`src/rtl/otter_intr_ctrl.sv`:
```
// Fixed-priority interrupt scheduler for the OTTER multicycle CU: edge-latched pending bits,
// enable mask, single INTR line held until INT_TAKEN, blocked until MRET. Option: OTTER_INTR_SYNC_EN.
module otter_intr_ctrl #(
  parameter int NSRC = 4,
  localparam int CW = $clog2(NSRC)
) (
  input  logic            CLK,
  input  logic            RST,
  input  logic [NSRC-1:0] IRQ,
  input  logic            MIE,
  input  logic            MASK_WE,
  input  logic [NSRC-1:0] MASK_WD,
  input  logic            INT_TAKEN,
  input  logic            MRET,
  output logic            INTR,
  output logic [CW-1:0]   CAUSE,
  output logic            IN_SVC,
  output logic [NSRC-1:0] PEND
);

  localparam logic [1:0] ST_IDLE = 2'd0;
  localparam logic [1:0] ST_REQ  = 2'd1;
  localparam logic [1:0] ST_SVC  = 2'd2;

  logic [1:0]      state_q, state_d;
  logic [NSRC-1:0] pend_q, pend_d;
  logic [NSRC-1:0] mask_q, mask_d;
  logic [NSRC-1:0] irq_q, irq_s, rise, elig, clr;
  logic [CW-1:0]   cause_q, cause_d, winner;

`ifdef OTTER_INTR_SYNC_EN
  logic [NSRC-1:0] sync1_q, sync2_q;

  always_ff @(posedge CLK) begin
    if (RST) begin
      sync1_q <= '0;
      sync2_q <= '0;
    end else begin
      sync1_q <= IRQ;
      sync2_q <= sync1_q;
    end
  end

  assign irq_s = sync2_q;
`else
  assign irq_s = IRQ;
`endif

  assign rise = irq_s & ~irq_q;
  assign elig = pend_q & mask_q;

  // Scan downward so the lowest eligible index is the last (winning) assignment.
  always_comb begin
    winner = '0;
    for (int unsigned i = NSRC; i > 0; i--) begin
      if (elig[i-1]) winner = CW'(i - 1);
    end
  end

  always_comb begin
    state_d = state_q;
    cause_d = cause_q;
    clr     = '0;
    unique case (state_q)
      ST_IDLE: begin
        if (MIE && (elig != '0)) begin
          state_d = ST_REQ;
          cause_d = winner;
        end
      end
      ST_REQ: begin
        if (INT_TAKEN) begin
          state_d      = ST_SVC;
          clr[cause_q] = 1'b1;
        end else if (!MIE || !mask_q[cause_q]) begin
          state_d = ST_IDLE;
        end
      end
      ST_SVC: begin
        if (MRET) state_d = ST_IDLE;
      end
      default: state_d = ST_IDLE;
    endcase
  end

  // A new edge on the bit being taken must survive the clear.
  assign pend_d = (pend_q & ~clr) | rise;
  assign mask_d = MASK_WE ? MASK_WD : mask_q;

  always_ff @(posedge CLK) begin
    if (RST) begin
      state_q <= ST_IDLE;
      pend_q  <= '0;
      mask_q  <= '0;
      irq_q   <= '0;
      cause_q <= '0;
    end else begin
      state_q <= state_d;
      pend_q  <= pend_d;
      mask_q  <= mask_d;
      irq_q   <= irq_s;
      cause_q <= cause_d;
    end
  end

  assign INTR   = (state_q == ST_REQ);
  assign IN_SVC = (state_q == ST_SVC);
  assign CAUSE  = cause_q;
  assign PEND   = pend_q;

endmodule

```
`config.mk`:
```
export PLATFORM = sky130hd
export DESIGN_NAME = otter_intr_ctrl
export DESIGN_NICKNAME = d
export VERILOG_FILES = /design/src/rtl/otter_intr_ctrl.sv
export SDC_FILE = /design/constraint.sdc
export NUM_CORES = 1
export LEC_CHECK = 0
export ABC_AREA = 1
export CORE_AREA = 3 3 40 42
export CTS_CLUSTER_DIAMETER = 40
export CTS_CLUSTER_SIZE = 16
export DETAILED_ROUTE_END_ITERATION = 7
export DIE_AREA = 0 0 43 45
export DONT_BUFFER_PORTS = 1
export PLACE_DENSITY_LB_ADDON = 0.2
export SYNTH_ARGS = -nofsm -noshare
export SYNTH_HDL_FRONTEND = slang
export SYNTH_SLANG_ARGS = --single-unit
```
`constraint.sdc`:
```
create_clock -name CLK -period 1.98 [get_ports CLK]
set_input_delay 0.396 -clock CLK [delete_from_list [all_inputs] [get_ports CLK]]
set_output_delay 0.396 -clock CLK [all_outputs]
set_load 0.005 [all_outputs]
```
==> out/metrics.csv, run 1 <==
metric,value,unit
"critical path fanouts, max",2,
leakage,0.352,nW
TritonCTS clock tree,yes,
global router's overall resource usage,0.170,
share of cells above drive strength 1,0.184,
worst hold path class,primary input to flop,
DIE AREA,0.00194,sq mm
P&R area growth vs syn,8.19,%
measured slew at the worst slew-check pin,0.266,ns
remaining global-route overflow,0,
total power per unit cell area,902,mW/mm^2
Floorplan Core Area,0.00128,sq mm
initial standard-cell utilization of the core,0.523,
Cell Int Power,0.484,mW
count of warnings emitted by yosys,0,
clock period minus final worst setup slack,1.27,ns
via/cell ratio,5.21,
Critical Path Start Type,flop,
number of routed nets with antenna violations,0,
number of nets in the layout,113,
post-CTS setup buffers,0,
number of buffers between clock root and the deepest sink,2,
final routed wirelength across all metal layers,1420,um
Crit path buffers/inverters,1,
worst-case clock skew,0.00389,ns
ANT cells,0,
fraction of the yosys area taken by sequential cells,0.477,
number of H-tree levels,1,
Critical Path Sink Type,primary output,
Avg WL per Cell,12.6,um
total power after layout,0.656,mW
number of max-cap violations,0,
Critical Path RT,1.58,ns
slowest library cell on the worst path,dfxtp_1,
largest net degree at the start of global routing,11,
synthesized area per cell,7.15,sq um
Setup TNS,0,ns
DR DRC count,0,
Detail Placement HPWL,1070,um
Initial DRC Count,7,
Sw Ratio,0.262,
hold bufs inserted after CTS,0,
port buffer count,0,
number of antenna violations at the first check in global routing,0,
total CTS buffers,3,
height of the chip,45,um
CTS Root Cell,clkbuf_4,
P_sw,0.172,mW
ports placed on the boundary,22,
relative slew slack,0.822,
clock sinks,16,
kind of critical path,flop to primary output,
vias in the first global route,602,
count of pins over their slew limit,0,
kind of cell adding the most delay to the critical path,flip-flops,
crit path DAT,0.87,ns
Fin. Hold Viols,0,
PostCTS Resize Cnt,0,
clock network fraction of total power,0.332,
area of the mapped netlist,672,sq um
Max rail drop VDD,0.447,mV
cell count after synthesis,94,
Worst-Skew Late Latency,0.29,ns
result of the run,"complete, no violations",
"slowest stage delay, CP",0.36,ns
die outline width,43,um
via count of the routed design,589,
ordered list of cells on the worst path,inv_1 -> nor2_1,
FMAX,787,MHz
Routability Congestion,0.760,
Synth Register Bits,16,
number of nets in the synthesized netlist,108,
part of the cycle the worst path needs,0.642,
final setup fails,0,
1st-pass router iterations,4,
"CTS clk-pin slew, worst paths",0.10,ns
Reg power frac,0.562,
setup repair after global routing missed its margin,no,
Synth cell types,15,
part of the power in combinational logic,0.106,
placement row count,13,
first-pass GRT wire length,2430,um
-- final cells by class --
type | count | area, sq um
clock buffer | 4 | 36.3
sequential | 16 | 320
inverter | 16 | 60.1
tap | 15 | 18.8
multi-input combinational | 62 | 292
fill | 121 | 558
-- power groups by stage --
stage / sequential [mW] / clock (mW) / combinational [mW]
after floorplan: 0.369 / 0 / 0.0588
after global placement: 0.375 / 0 / 0.0678
after detailed placement: 0.376 / 0 / 0.0695
after CTS: 0.368 / 0.222 / 0.0700
after global routing: 0.371 / 0.235 / 0.0830
final: 0.368 / 0.218 / 0.0694
-- Yosys cell counts --
cell type | instances | area, sq um
nand4_1 | 1 | 6.26
nand3_2 | 1 | 10.0
nand2_2 | 5 | 31.3
o21ai_0 | 4 | 20.0
nor2_2 | 2 | 12.5
inv_1 | 10 | 37.5
o22ai_1 | 4 | 25.0
nor3_1 | 1 | 5.00
nand2_1 | 20 | 75.1
inv_2 | 6 | 22.5
nand3_1 | 6 | 30.0
o21ai_1 | 4 | 20.0
a21oi_1 | 3 | 15.0
dfxtp_1 | 16 | 320
nor2_1 | 11 | 41.3
-- state kept, by name (all words and copies together), names as in the netlist --
name,flops
mask_q,4
CAUSE,2
irq_q,4
state_q,2
PEND,4
-- layout by cell type (no fill, tap or decap), drive strengths merged --
master	n
clkbuf	4
nor2	13
inv	16
nand3	7
a21oi	3
dfxtp	16
o21ai	8
nand4	1
o22ai	4
nor3	1
nand2	25
-- per-layer routing --
layer  global-route usage  wire [um]
met3               0.0398         94
met1                0.203        640
met2                0.284        653
met4               0.0904         32
met5                    0          0
-- path summary, 6_finish.rpt --
path                            cells past startpoint  slack, ns  startpoint          to
worst min register to register                      1       0.43    irq_q[2]     PEND[2]
worst min-delay path                                1       0.16         RST  state_q[1]
worst max-delay path                                2       0.71  state_q[1]      IN_SVC
worst max register to register                      5       0.96    CAUSE[0]  state_q[0]
-- through the flow --
stage | area (sq um) | instances | utilization | hold WS, ns | worst slack [ns]
4_1_cts | 727 | 113 | 0.566 | 0.157 | 0.715
6_report | 727 | 113 | 0.566 | 0.159 | 0.710
5_1_grt | 727 | 113 | 0.566 | 0.153 | 0.661
3_5_place_dp | 691 | 109 | 0.537 | 0.418 | 0.962
3_3_place_gp | 691 | 109 | 0.537 | 0.411 | 0.989
2_1_floorplan | 672 | 94 | - | 0.408 | 1.09
-- logic make-up after synthesis --
kind of cell / synth area share
compound gates: 0.119
buf+inv: 0.0894
flops: 0.477
simple gates: 0.315
Note: power is estimated with default switching activity, not from simulation.
==> run 2, diff against run 1 <==
--- a/config.mk
+++ b/config.mk
@@ -6,11 +6,11 @@
 export NUM_CORES = 1
 export LEC_CHECK = 0
 export ABC_AREA = 1
-export CORE_AREA = 3 3 40 42
+export CORE_MARGIN = 3
+export CORE_UTILIZATION = 51
 export CTS_CLUSTER_DIAMETER = 40
 export CTS_CLUSTER_SIZE = 16
 export DETAILED_ROUTE_END_ITERATION = 7
-export DIE_AREA = 0 0 43 45
 export DONT_BUFFER_PORTS = 1
 export PLACE_DENSITY_LB_ADDON = 0.2
 export SYNTH_ARGS = -nofsm -noshare
==> constraint.sdc (replaced) <==
create_clock -name CLK -period 1.05 [get_ports CLK]
set_input_delay 0.21 -clock CLK [delete_from_list [all_inputs] [get_ports CLK]]
set_output_delay 0.21 -clock CLK [all_outputs]
set_load 0.005 [all_outputs]
==> out/metrics.csv, run 2 (synthesized netlist as in run 1, its figures left out) <==
metric,value,unit,change
worst-case clock skew,0.00467,ns,was 0.00389 ns
placed cell area,719,sq um,was 691 sq um
final routed wirelength across all metal layers,1420,um,about the same
critical path's most frequent cell,inv_2,,
largest net degree at the start of global routing,11,,unchanged
number of buffers between clock root and the deepest sink,2,,unchanged
total CTS buffers,3,,unchanged
number of H-tree levels,1,,unchanged
Worst-Skew Late Latency,0.27,ns,was 0.29 ns
clock sinks,16,,unchanged
slowest library cell on the worst path,dfxtp_2,,was dfxtp_1
ordered list of cells on the worst path,inv_2 -> nand2_2 -> inv_2,,was inv_1 -> nor2_1
"slowest stage delay, CP",0.34,ns,was 0.36 ns
final instance area,764,sq um,was 727 sq um
fillers,103,,was 121
P&R area growth vs syn,13.8,%,was 8.19%
share of cells above drive strength 1,0.294,,was 0.184
CTS Root Cell,clkbuf_4,,unchanged
1st-pass router iterations,4,,unchanged
DR DRC count,0,,unchanged
"critical path fanouts, max",2,,unchanged
setup repair after global routing missed its margin,no,,unchanged
via/cell ratio,5.28,,was 5.21
Detail Placement HPWL,1120,um,was 1070 um
"leading cell type in the layout, fill and taps excluded",nand2_1,,unchanged
global router's overall resource usage,0.166,,was 0.170
vias in the first global route,541,,was 602
placement row count,12,,was 13
result of the run,"complete, no violations",,unchanged
first-pass GRT wire length,2270,um,was 2430 um
count of pins over their slew limit,0,,unchanged
Fin. Hold Viols,0,,unchanged
Critical Path RT,0.84,ns,was 1.58 ns
remaining global-route overflow,0,,unchanged
Avg WL per Cell,12.2,um,was 12.6 um
Initial DRC Count,13,,was 7
height of the chip,42.3,um,was 45 um
ports placed on the boundary,22,,unchanged
clock period minus final worst setup slack,0.994,ns,
Critical Path Start Type,flop,,unchanged
FMAX,1010,MHz,
Critical Path Sink Type,primary output,,unchanged
Setup TNS,0,ns,unchanged
part of the cycle the worst path needs,0.947,,
Routability Congestion,0.849,,was 0.760
measured slew at the worst slew-check pin,0.237,ns,was 0.266 ns
"commonest non-fill, non-tap cells in the layout","nand2_1, dfxtp_1, nor2_1, inv_1, inv_2",,"was nand2_1, dfxtp_1, nor2_1, inv_1"
worst hold path class,primary input to flop,,unchanged
TritonCTS clock tree,yes,,unchanged
relative slew slack,0.842,,was 0.822
DIE AREA,0.00179,sq mm,was 0.00194 sq mm
kind of critical path,flop to primary output,,unchanged
number of antenna violations at the first check in global routing,0,,unchanged
Max rail drop VDD,0.919,mV,was 0.447 mV
"CTS clk-pin slew, worst paths",0.09,ns,was 0.10 ns
number of max-cap violations,0,,unchanged
crit path DAT,0.78,ns,was 0.87 ns
initial standard-cell utilization of the core,0.574,,was 0.523
port buffer count,0,,unchanged
final setup fails,0,,unchanged
number of routed nets with antenna violations,0,,unchanged
total power per unit cell area,1510,mW/mm^2,was 902 mW/mm^2
number of nets in the layout,118,,was 113
Floorplan Core Area,0.00117,sq mm,was 0.00128 sq mm
leakage,0.372,nW,was 0.352 nW
via count of the routed design,612,,was 589
Hold Worst Slack,0.0333,ns,was 0.159 ns
ANT cells,0,,unchanged
die outline width,42.3,um,was 43 um
## run 2: final timing paths
| kind | start | depth (start not counted) | to | slack (ns) |
|---|---|---|---|---|
| hold / removal | RST | 1 | PEND[3] | 0.03 |
| setup reg to reg | mask_q[2] | 8 | CAUSE[0] | 0.10 |
| setup / recovery | state_q[1] | 3 | INTR | 0.06 |
| hold reg to reg | irq_q[3] | 1 | PEND[3] | 0.43 |
## run 2: routing by layer
metal	global-route usage	vias to the layer above	part of all wire
li1	-	319	-
met1	0.216	263	0.42
met2	0.255	26	0.45
met3	0.0687	4	0.11
met4	0.0373	0	0.016
met5	0	-	0
## run 2: critical path, delay by kind of cell (launching register included)
kind | cells | cell delay [ns]
buffers and inverters | 2 | 0.13
and+or+nand+nor | 1 | 0.05
DFF | 1 | 0.34
## run 2: power breakdown
part	internal (mW)	switching [mW]
clock	0.132	0.168
combinational	0.0711	0.0947
sequential	0.654	0.0360
total	0.857	0.299
## run 2: cell type report
| cell class | instances | area, sq um | area share |
|---|---|---|---|
| Clock buffer | 3 | 22.5 | 0.0295 |
| Tap cell | 14 | 17.5 | 0.0229 |
| Timing Repair Buffer | 5 | 40.0 | 0.0524 |
| Inverter | 16 | 60.1 | 0.0786 |
| Multi-Input combinational cell | 62 | 297 | 0.388 |
| Sequential cell | 16 | 328 | 0.429 |
## run 2: per-stage QoR
stage                     std cells  power, mW  setup WS (ns)   util
after global placement          112      0.855          0.101  0.614
after CTS                       116       1.16        0.00286  0.642
after floorplan                  94      0.806          0.171      -
after global routing            116       1.23        0.00962  0.653
after detailed placement        112      0.861         0.0741  0.614
final                           116       1.16         0.0561  0.653
## run 2: timing repair
item	4_1_cts	5_1_grt
setup endpoints to repair	0	5
buffers inserted	0	0
hold endpoints to repair	2	0
gates resized for setup	0	9
hold buffers	1	0
==> run 3, diff against run 2 <==
--- a/config.mk
+++ b/config.mk
@@ -5,14 +5,14 @@
 export SDC_FILE = /design/constraint.sdc
 export NUM_CORES = 1
 export LEC_CHECK = 0
-export ABC_AREA = 1
-export CORE_MARGIN = 3
-export CORE_UTILIZATION = 51
+export CORE_AREA = 3 3 40 42
 export CTS_CLUSTER_DIAMETER = 40
 export CTS_CLUSTER_SIZE = 16
 export DETAILED_ROUTE_END_ITERATION = 7
+export DIE_AREA = 0 0 43 45
 export DONT_BUFFER_PORTS = 1
 export PLACE_DENSITY_LB_ADDON = 0.2
+export SKIP_LAST_GASP = 1
 export SYNTH_ARGS = -nofsm -noshare
 export SYNTH_HDL_FRONTEND = slang
 export SYNTH_SLANG_ARGS = --single-unit
==> out/metrics.csv, run 3 <==
metric,value,unit,change
result of the run,"finished, violations left",,"was complete, no violations"
violations in the final reports,setup timing,,
Critical Path Start Type,flop,,unchanged
first-pass GRT wire length,2460,um,was 2270 um
worst setup slack after layout,-0.154,ns,was 0.0561 ns
footprint of the multi-input gates,378,sq um,was 297 sq um
most common flop cell mapped by yosys,dfxtp_1,,unchanged
"commonest non-fill, non-tap cells in the layout","buf_4, dfxtp_1, buf_6, nor2_1",,"was nand2_1, dfxtp_1, nor2_1, inv_1, inv_2"
Critical Path Sink Type,primary output,,unchanged
top post-synthesis cells by count,"dfxtp_1, nor2_1, nor2b_1, a21oi_1, mux2i_1",,"was nand2_1, dfxtp_1, nor2_1, inv_1"
met2 usage in global routing,0.278,,was 0.255
largest net degree at the start of global routing,16,,was 11
placement row count,13,,was 12
vias in the first global route,568,,was 541
fraction of the yosys area taken by sequential cells,0.485,,was 0.477
core utilization of the finished layout,0.751,,was 0.653
top cell type's share of synthesized area,0.485,,was 0.477
fillers,99,,was 103
number of antenna violations at the first check in global routing,0,,unchanged
number of nets in the synthesized netlist,82,,was 108
Avg WL per Cell,14.8,um,was 12.2 um
number of routed nets with antenna violations,0,,unchanged
Synth Register Bits,16,,unchanged
1st-pass router iterations,4,,unchanged
count of pins over their slew limit,0,,unchanged
global router's overall resource usage,0.177,,was 0.166
part of the cycle the worst path needs,1.15,,was 0.947
share of cells above drive strength 1,0.500,,was 0.294
number of synthesized flops with an enable pin,0,,unchanged
Worst-Skew Late Latency,0.28,ns,was 0.27 ns
number of H-tree levels,1,,unchanged
Max rail drop VDD,1.31,mV,was 0.919 mV
"leading cell type in the layout, fill and taps excluded",buf_4,,was nand2_1
crit path DAT,0.99,ns,was 0.78 ns
number of buffers between clock root and the deepest sink,2,,unchanged
synthesized area per cell,9.72,sq um,was 7.15 sq um
Synth area leaders,"dfxtp_1, nor2b_1, mux2i_1",,"was dfxtp_1, nand2_1, nor2_1"
count of warnings emitted by yosys,0,,unchanged
relative slew slack,0.614,,was 0.842
Critical Path RT,0.84,ns,about the same
via/cell ratio,5.59,,was 5.28
number of max-cap violations,0,,unchanged
TritonCTS clock tree,yes,,unchanged
setup repair after global routing missed its margin,yes,,was no
clock sinks,16,,unchanged
initial standard-cell utilization of the core,0.514,,was 0.574
CTS Root Cell,clkbuf_4,,unchanged
area of the mapped netlist,661,sq um,was 672 sq um
via count of the routed design,587,,was 612
total power per unit cell area,1300,mW/mm^2,was 1510 mW/mm^2
Synth cell types,23,,was 15
height of the chip,45,um,was 42.3 um
remaining global-route overflow,0,,unchanged
Fin. Hold Viols,0,,unchanged
"CTS clk-pin slew, worst paths",0.09,ns,about the same
worst hold path class,primary input to flop,,unchanged
Detail Placement HPWL,1000,um,was 1120 um
total CTS buffers,3,,unchanged
cell type contributing the most total cell area after synthesis,dfxtp_1,,unchanged
Setup WS pre-CTS,-0.0576,ns,was 0.0741 ns
ANT cells,0,,unchanged
global-route layer with the greatest usage,met2,,unchanged
final setup fails,10,,was 0
Initial DRC Count,4,,was 13
DR DRC count,0,,unchanged
fraction of registers with async set or reset after synthesis,0,,unchanged
ports placed on the boundary,22,,unchanged
port buffer count,0,,unchanged
leakage,0.404,nW,was 0.372 nW
kind of critical path,flop to primary output,,unchanged
Floorplan Core Area,0.00128,sq mm,was 0.00117 sq mm
P&R area growth vs syn,46.0,%,was 13.8%
FMAX,831,MHz,was 1010 MHz
"critical path fanouts, max",3,,was 2
global routing usage on met1,0.206,,was 0.216
DIE AREA,0.00194,sq mm,was 0.00179 sq mm
GR Util met3,0.0438,,was 0.0687
final routed wirelength across all metal layers,1560,um,was 1420 um
measured slew at the worst slew-check pin,0.579,ns,was 0.237 ns
clock period minus final worst setup slack,1.20,ns,was 0.994 ns
Sequential cell area,332,sq um,was 328 sq um
die outline width,43,um,was 42.3 um
cell count after synthesis,68,,was 94
Routability Congestion,0.733,,was 0.849
worst-case clock skew,0.00219,ns,was 0.00467 ns
most common cell in the netlist,dfxtp_1,,was nand2_1
number of nets in the layout,105,,was 118
## run 3: layer usage
metal	share of wire	wire length [um]
met1	0.41	637
met2	0.51	788
met3	0.057	89
met4	0.029	45
met5	0	0
## run 3: worst max-delay path, stage by stage (launching register included)
cell and delay [ns]:
dfxtp_2 0.36, and2b_2 0.24, buf_6 0.12
## run 3: worst paths after layout
path                                 start  endpoint  slack, ns  cells past startpoint
worst max-delay path            state_q[1]      INTR      -0.15                      2
worst min-delay path                IRQ[1]  irq_q[1]       0.05                      1
worst max register to register  state_q[1]  CAUSE[1]      -0.14                      6
worst min register to register    irq_q[0]   PEND[0]       0.49                      2
## run 3: logic make-up after synthesis
logic type             synth area share
AO/OA/AOI/OAI                     0.167
buffers and inverters            0.0284
flip-flops                        0.485
multiplexers                      0.100
AND/OR/NAND/NOR                   0.220
## run 3: timing repair
item                                   4_1_cts  5_1_grt
hold buffers                                 1        0
pin swaps                                    3        8
setup endpoints to repair                   10       20
endpoints found under the hold margin       15        0
buffers inserted                             2        5
resized for setup                           15       14
cloned                                       0        0
## run 3: stage by stage
step                TNS (ns)  instance area, sq um  hold WS (ns)  cells  total power, mW
floorplan            -0.0561                   666         0.338     68            0.753
global placement     -0.0725                   771         0.279     93            0.797
detailed placement    -0.107                   771         0.280     93            0.799
CTS                   -0.614                   872        0.0436    100             1.23
global route           -1.44                   965        0.0402    105             1.31
finish                -0.733                   965        0.0519    105             1.25
## run 3: area by class of cell
type                       instances  area share
multi-input combinational         47       0.392
sequential                        16       0.344
timing repair buffer              21       0.200
clock buffer                       4      0.0376
tap                               15      0.0195
inverter                           2     0.00778
## run 3: power by group
part,switching (mW),total [mW],internal (mW)
registers,0.0245,0.664,0.640
logic,0.0751,0.188,0.113
clock network,0.189,0.400,0.211
